===== config.mk =====
export PLATFORM = sky130hd
export DESIGN_NAME = nsw_bbm_ctrl
export DESIGN_NICKNAME = d
export VERILOG_FILES = /design/src/rtl/nsw_bbm_ctrl.sv
export SDC_FILE = /design/constraint.sdc
export NUM_CORES = 1
export LEC_CHECK = 0
export CAP_MARGIN = 20
export CORE_AREA = 2 2 39 41
export DETAILED_ROUTE_END_ITERATION = 7
export DIE_AREA = 0 0 41 43
export GPL_TIMING_DRIVEN = 0
export PLACE_DENSITY = 0.73
export SYNTH_ARGS = -nofsm -noshare
export SYNTH_HDL_FRONTEND = slang
export SYNTH_SLANG_ARGS = --single-unit

===== constraint.sdc =====
create_clock -name CLK -period 1.45 [get_ports CLK]
set_input_delay 0.2175 -clock CLK [delete_from_list [all_inputs] [get_ports CLK]]
set_output_delay 0.2175 -clock CLK [all_outputs]
set_load 0.01 [all_outputs]

===== src/rtl/nsw_bbm_ctrl.sv =====
// Break-before-make sequencer driving the SW pins of an N:1 bank of nsw1 pass switches.
// Optional macro NSW_BBM_SETTLE_EN adds a post-make settle interval before DONE.
module nsw_bbm_ctrl #(
    parameter int N      = 4,
    parameter int SELW   = 2,
    parameter int DEAD   = 3,
    parameter int SETTLE = 2
) (
    input  logic            CLK,
    input  logic            RSTN,
    input  logic            REQ_VALID,
    output logic            REQ_READY,
    input  logic [SELW-1:0] REQ_SEL,
    input  logic            REQ_OFF,
    output logic [N-1:0]    SW,
    output logic            BUSY,
    output logic            DONE,
    output logic            ERR
);
    localparam int DEAD_C   = (DEAD < 1) ? 1 : DEAD;
    localparam int SETTLE_C = (SETTLE < 1) ? 1 : SETTLE;
    localparam int CNT_MAX  = (DEAD_C > SETTLE_C) ? DEAD_C : SETTLE_C;
    localparam int CNTW     = $clog2(CNT_MAX + 1);

    localparam logic [1:0]      S_IDLE  = 2'd0;
    localparam logic [1:0]      S_BREAK = 2'd1;
`ifdef NSW_BBM_SETTLE_EN
    localparam logic [1:0]      S_SETTLE  = 2'd2;
    localparam logic [CNTW-1:0] SETTLE_LD = CNTW'(SETTLE_C - 1);
`endif
    localparam logic [CNTW-1:0] DEAD_LD = CNTW'(DEAD_C - 1);
    localparam logic [SELW:0]   N_LIM   = (SELW + 1)'(N);
    localparam logic [N-1:0]    ONE     = N'(1);

    logic [1:0]      state_q, state_d;
    logic [CNTW-1:0] cnt_q, cnt_d;
    logic [N-1:0]    sw_q, sw_d;
    logic [N-1:0]    tgt_q, tgt_d;
    logic            done_q, done_d;
    logic            err_q, err_d;
    logic            sel_bad;
    logic [N-1:0]    req_tgt;

    always_comb begin
        sel_bad = ({1'b0, REQ_SEL} >= N_LIM);
        req_tgt = '0;
        if (!REQ_OFF && !sel_bad) begin
            req_tgt = ONE << REQ_SEL;
        end
    end

    // The make step happens on the edge that leaves BREAK; SW is never written
    // with a non-zero value except from the all-open state.
    always_comb begin
        state_d = state_q;
        cnt_d   = cnt_q;
        sw_d    = sw_q;
        tgt_d   = tgt_q;
        done_d  = 1'b0;
        err_d   = 1'b0;
        case (state_q)
            S_IDLE: begin
                if (REQ_VALID) begin
                    if (!REQ_OFF && sel_bad) begin
                        err_d  = 1'b1;
                        done_d = 1'b1;
                    end else if (req_tgt == sw_q) begin
                        done_d = 1'b1;
                    end else begin
                        state_d = S_BREAK;
                        sw_d    = '0;
                        tgt_d   = req_tgt;
                        cnt_d   = DEAD_LD;
                    end
                end
            end
            S_BREAK: begin
                if (cnt_q == '0) begin
                    sw_d = tgt_q;
`ifdef NSW_BBM_SETTLE_EN
                    state_d = S_SETTLE;
                    cnt_d   = SETTLE_LD;
`else
                    state_d = S_IDLE;
                    done_d  = 1'b1;
`endif
                end else begin
                    cnt_d = cnt_q - CNTW'(1);
                end
            end
`ifdef NSW_BBM_SETTLE_EN
            S_SETTLE: begin
                if (cnt_q == '0) begin
                    state_d = S_IDLE;
                    done_d  = 1'b1;
                end else begin
                    cnt_d = cnt_q - CNTW'(1);
                end
            end
`endif
            default: begin
                state_d = S_IDLE;
                sw_d    = '0;
                cnt_d   = '0;
            end
        endcase
    end

    always_ff @(posedge CLK) begin
        if (!RSTN) begin
            state_q <= S_IDLE;
            cnt_q   <= '0;
            sw_q    <= '0;
            tgt_q   <= '0;
            done_q  <= 1'b0;
            err_q   <= 1'b0;
        end else begin
            state_q <= state_d;
            cnt_q   <= cnt_d;
            sw_q    <= sw_d;
            tgt_q   <= tgt_d;
            done_q  <= done_d;
            err_q   <= err_d;
        end
    end

    assign SW        = sw_q;
    assign BUSY      = (state_q != S_IDLE);
    assign REQ_READY = ~BUSY;
    assign DONE      = done_q;
    assign ERR       = err_q;

endmodule


==> results of run 1 <==
state kept, by name (all words and copies together) (netlist names):
name	flops
DONE	1
SW	4
cnt_q	2
state_q	1
tgt_q	4
timing repair:
item                       in CTS  in global routing
resized for setup               8                  3
setup buffers                   1                  0
pin swaps                       1                  0
setup endpoints to repair      15                  5
synthesized netlist by cell type (all sizes together):
library cell	number
a21boi	1
a21oi	1
and2b	1
buf	2
clkbuf	1
conb	1
dfxtp	12
ha	1
inv	3
mux2	2
mux2i	4
nand2	12
nand3	8
nand3b	1
nand4	1
nor2	3
nor2b	1
o21a	1
o21ai	1
o22ai	5
o311a	1
o31ai	1
through the flow:
stage | cell area (um2) | hold slack, ns | TNS, ns | power (W)
6_report | 782 | 0.442 | 0 | 0.000707
5_1_grt | 782 | 0.470 | 0 | 0.000743
4_1_cts | 777 | 0.433 | 0 | 0.000719
3_5_place_dp | 732 | 0.467 | -5.18 | 0.000449
3_3_place_gp | 732 | 0.453 | -5.08 | 0.000448
2_1_floorplan | 592 | 0.371 | 0 | 0.000410
path summary, 6_finish.rpt:
kind,to,slack [ns],depth (start not counted)
hold reg to reg,SW[2],0.47,2
setup / recovery,SW[0],0.05,1
setup reg to reg,cnt_q[0],0.07,6
hold / removal,tgt_q[0],0.44,4
final cells by class:
cell class / count / area, um2 / area share, %
sequential: 12 / 245 / 31.4
buffer: 3 / 22.5 / 2.88
tap: 16 / 20.0 / 2.56
inverter: 3 / 11.3 / 1.44
clock buffer: 4 / 36.3 / 4.64
timing repair buffer: 13 / 124 / 15.8
multi-input combinational: 46 / 323 / 41.3
power breakdown:
group	internal (W)	total (W)	switching [W]
sequential	0.000338	0.000342	0.00000366
clock	0.000153	0.000266	0.000113
combinational	0.0000485	0.0000993	0.0000509
tightest hold or removal path, stage by stage:
cell           delay (ns)
dlygate4sd2_1        0.26
nor2_4               0.07
nand2_1              0.06
mux2i_1              0.06
cell families (layout without fill, tap and decap cells):
| logic type | count (synthesis) | after routing |
|---|---|---|
| compound gates | 11 | 11 |
| fa+ha+maj | 1 | 1 |
| flops | 12 | 12 |
| other cells | 1 | 1 |
| buf+inv | 6 | 23 |
| mux | 6 | 6 |
| simple gates | 27 | 27 |
per-layer routing:
metal	up-vias	global-route usage (%)	part of all wire (%)
met2	14	20.6	43
met4	0	10.0	2.7
met3	5	9.42	7.1
met1	227	19.5	47
met5	-	0	0
li1	260	-	-
==> out/qor.yml, run 1 <==
ant_nets: 0
cts_tree: "yes"
grt_pass1_wl_um: 1750
synth_seq_area_share_pct: 40.6
period_share_pct: 96.6
startpoint_type: "flip-flop"
clockBufferDepth: 2
track_usage_pct: 16.0
yosys-mux-area-fraction_pct: 11.2
initial_utilization_pct: 42.8
r2r_start: "SW[1]"
n_antenna_cell: 0
dp_slack_ns: -0.506
setup_viol: 0
synth_cells: 64
layout_setup_ws_ns: 0.0487
yosys.area.top_type: "dfxtp_1"
timing.fmax_mhz: 714
fin_util_pct: 56.5
fp.dieW_um: 41
drive_gt1_share_pct: 23.5
dp.cells: 92
yosysWarnings: 0
end_kind: "primary output"
crit_path_max_incr_delay_ns: 0.54
grt_pass1_vias: 398
criticalPathCategory: "flip-flop to primary output"
fin_cells: 97
nets: 89
final-max-slew-violation-count: 0
yosys.area_share.simple_pct: 22.6
arrival_ns: 1.18
dr.pass1.iters: 4
drt-vias-per-instance: 5.22
ctsHtreeMaxLevel: 1
cp.buffers_inverters: 1
cts_made_buffers: 3
p_per_area_nw_per_um2: 904
final_cell_mix: "nand2_1, dfxtp_1, nand3_1"
num_vias: 506
hpwl_um: 775
p_leak_nw: 0.309
hp-class: "input pin to flip-flop"
syn_nets: 71
grt.overflow.total: 0
synth_area_um2: 592
crit_chain: "clkdlybuf4s50_1"
avgSynthCellArea_um2: 9.25
wl_per_cell_um: 11.8
grt_max_degree: 11
fillers: 134
rsz0062_at_grt: "no"
critPathLaunch: "SW[0]"
fin_skew_ns: 0.00158
hold_buffers: 0
place_congestion: 0.726
synth_cell_type_count: 26
die_h_um: 43
route.detailed.drc: 0
crit_slowest_cell: "clkdlybuf4s50_1"
drt-initial-drc-count: 7
critPathTopFamily: "buffers and inverters"
areaGrowthSynthToFinish_pct: 32.1
synth_top_family_by_area: "simple AND/OR/NAND/NOR gates"
yosysTopAreaCellShare_pct: 40.6
hp-start: "REQ_SEL[1]"
yosys-top-cells-area: "dfxtp_1, nand2_1, mux2i_1"
layout_commonest_cell: "nand2_1"
synth-xor-area-share_pct: 0
die-area_um2: 1760
path_max_fanout: 4
fin_crit_ns: 1.40
status: "complete, no violations"
irDropWorstVdd_uv: 426
placementRows: 14
antenna_found_initial: 0
hold_viol_final: 0
portBuffers: 12
synthAdderAreaFrac_pct: 2.11
clock_tree.root_cell: "clkbuf_4"
io-pin-count: 14
clkTransAtPathRegs_ns: 0.07
crit_required_ns: 1.23
routed_wl_um: 1140
clock_latency_ns: 0.28
coreArea_um2: 1380
cap_violations: 0
clock_sinks: 12
ys_ff_latch: 12
synth_compound_area_share_pct: 17.1
(Power assumes the default switching activity.)
==> run 2, diff against run 1 <==
--- a/config.mk
+++ b/config.mk
@@ -10,7 +10,7 @@
 export DETAILED_ROUTE_END_ITERATION = 7
 export DIE_AREA = 0 0 41 43
 export GPL_TIMING_DRIVEN = 0
-export PLACE_DENSITY = 0.73
+export PLACE_DENSITY_LB_ADDON = 0.12
 export SYNTH_ARGS = -nofsm -noshare
 export SYNTH_HDL_FRONTEND = slang
 export SYNTH_SLANG_ARGS = --single-unit
==> out/qor.yml, run 2 (synthesis gave the netlist of run 1 again) <==
ctsHtreeMaxLevel: 1  # unchanged
hold_viol_final: 0  # unchanged
grt.overflow.total: 0  # unchanged
end_kind: "flip-flop"
drt-vias-per-instance: 5.15  # -1.3%
crit_required_ns: 1.61  # +0.38 ns
route.detailed.drc: 0  # unchanged
portBuffers: 12  # unchanged
clockBufferDepth: 2  # unchanged
clock_tree.root_cell: "clkbuf_4"
clkTransAtPathRegs_ns: 0.08  # about the same
cap_violations: 0  # unchanged
dp_slack_ns: -0.550  # -0.0438 ns
cts_made_buffers: 3  # unchanged
setup_viol: 0  # unchanged
initial_utilization_pct: 42.8  # unchanged
p_per_area_nw_per_um2: 884  # -2.3%
nets: 92  # +3.4%
wl_per_cell_um: 13.4  # +14%
holdPathStages: 2  # -2
place_congestion: 0.715  # -1.5%
hpwl_um: 870  # +12%
post_dp_cell_area_um2: 732  # unchanged
fp.dieW_um: 41  # unchanged
status: "complete, no violations"
areaGrowthSynthToFinish_pct: 39.5
dr.pass1.iters: 4  # unchanged
final_area_um2: 826  # +5.6%
period_share_pct: 98.7  # +2.0 points
irDropWorstVdd_uv: 530  # +24%
min_to: "tgt_q[3]"
rsz0062_at_grt: "yes"
grt_max_degree: 11  # unchanged
startpoint_type: "flip-flop"
fin_cells: 100  # +3.1%
cts_tree: "yes"
die-area_um2: 1760  # unchanged
clock_latency_ns: 0.27  # about the same
r2r_start: "SW[1]"
io-pin-count: 14  # unchanged
final_cell_mix: "nand2_1, dfxtp_1, nand3_1"
fin_hold_ws_ns: 0.469  # +0.0262 ns
rrSetupSlack_ns: 0.02  # -0.05 ns
grt_pass1_wl_um: 2010  # +15%
placementRows: 14  # unchanged
die_h_um: 43  # unchanged
fin_skew_ns: 0.00231  # +0.000736 ns
final-max-slew-violation-count: 0  # unchanged
reg2reg_to: "cnt_q[1]"
crit_slowest_cell: "dfxtp_2"
grt_pass1_vias: 483  # +21%
hp-class: "flip-flop to flip-flop"
p_leak_nw: 0.322  # +4.0%
drive_gt1_share_pct: 25.0  # +1.5 points
hp-start: "tgt_q[3]"
n_antenna_cell: 0  # unchanged
coreArea_um2: 1380  # unchanged
fin_crit_ns: 1.43  # +0.0296 ns
arrival_ns: 1.59  # +0.41 ns
drt-initial-drc-count: 7  # unchanged
crit_chain: "nand2_2 > mux2_4 > o22ai_4 > a21oi_4 > o311a_1"
num_vias: 515  # +1.8%
layout_setup_ws_ns: 0.0192  # -0.0296 ns
path_max_fanout: 4  # unchanged
crit_path_max_incr_delay_ns: 0.37  # -0.17 ns
antenna_found_initial: 0  # unchanged
finalPower_w: 0.000730  # +3.2%
timing.fmax_mhz: 699  # -2.1%
routed_wl_um: 1340  # +17%
track_usage_pct: 17.4  # +1.3 points
critPathLaunch: "SW[1]"
r2r_cells: 5  # -1
criticalPathCategory: "flip-flop to flip-flop"
ant_nets: 0  # unchanged
layout_commonest_cell: "nand2_1"
clock_sinks: 12  # unchanged
dp.cells: 92  # unchanged
==> run 2: cell types whose count changed in the layout (fill, tap and decap cells not counted), moves of 2 or more <==
cell and delta:
buf_4 +2, dfxtp_1 +2, dfxtp_2 -2, clkdlybuf4s15_1 +3
==> run 2: worst max path at each step <==
stage                to  slack (ns)  depth (start not counted)
2_1_floorplan  cnt_q[0]        0.06                          6
6_report       cnt_q[1]        0.02                          5
3_3_place_gp   cnt_q[0]       -0.53                          7
3_5_place_dp   cnt_q[0]       -0.55                          7
4_1_cts        cnt_q[0]      -0.003                          6
5_1_grt        cnt_q[0]       -0.02                          6
==> run 2: area by class of cell <==
class | count | area (um2)
plain buffers | 3 | 22.5
well taps | 16 | 20.0
multi-input cells | 46 | 348
fillers | 127 | 558
repair buffers | 16 | 145
clock buffers | 4 | 36.3
inverters | 3 | 11.3
flip-flops and latches | 12 | 243
==> run 2: critical path, delay by kind of cell, from the launching register on <==
| family | cells | cell delay [ns] |
|---|---|---|
| AOI/OAI and AO/OA | 3 | 0.62 |
| and+or+nand+nor | 1 | 0.05 |
| muxes | 1 | 0.28 |
| DFF | 1 | 0.37 |
==> run 2: power breakdown <==
part / switching [W] / internal, W / total [W]
Clock: 0.000121 / 0.000152 / 0.000274
Combinational: 0.0000579 / 0.0000564 / 0.000114
Sequential: 0.00000386 / 0.000338 / 0.000342
==> run 2: timing repair <==
item                                    CTS  global route
buffers inserted                          1             2
cloned                                    0             1
endpoints found under the setup margin   17             8
hold buffers                              0             0
pin swaps                                 1             1
gates resized for setup                  10             8
==> run 2: through the flow <==
step	setup TNS (ns)	util, %
floorplan	0	-
global placement	-5.39	52.9
detailed placement	-5.56	52.9
CTS	-0.00280	56.4
global route	-0.0729	59.7
finish	0	59.7
==> run 2: per-layer routing <==
layer	track usage (%)	wire, um
met5	0	0
met4	10.0	10
met3	3.14	39
met2	28.4	722
met1	19.7	568
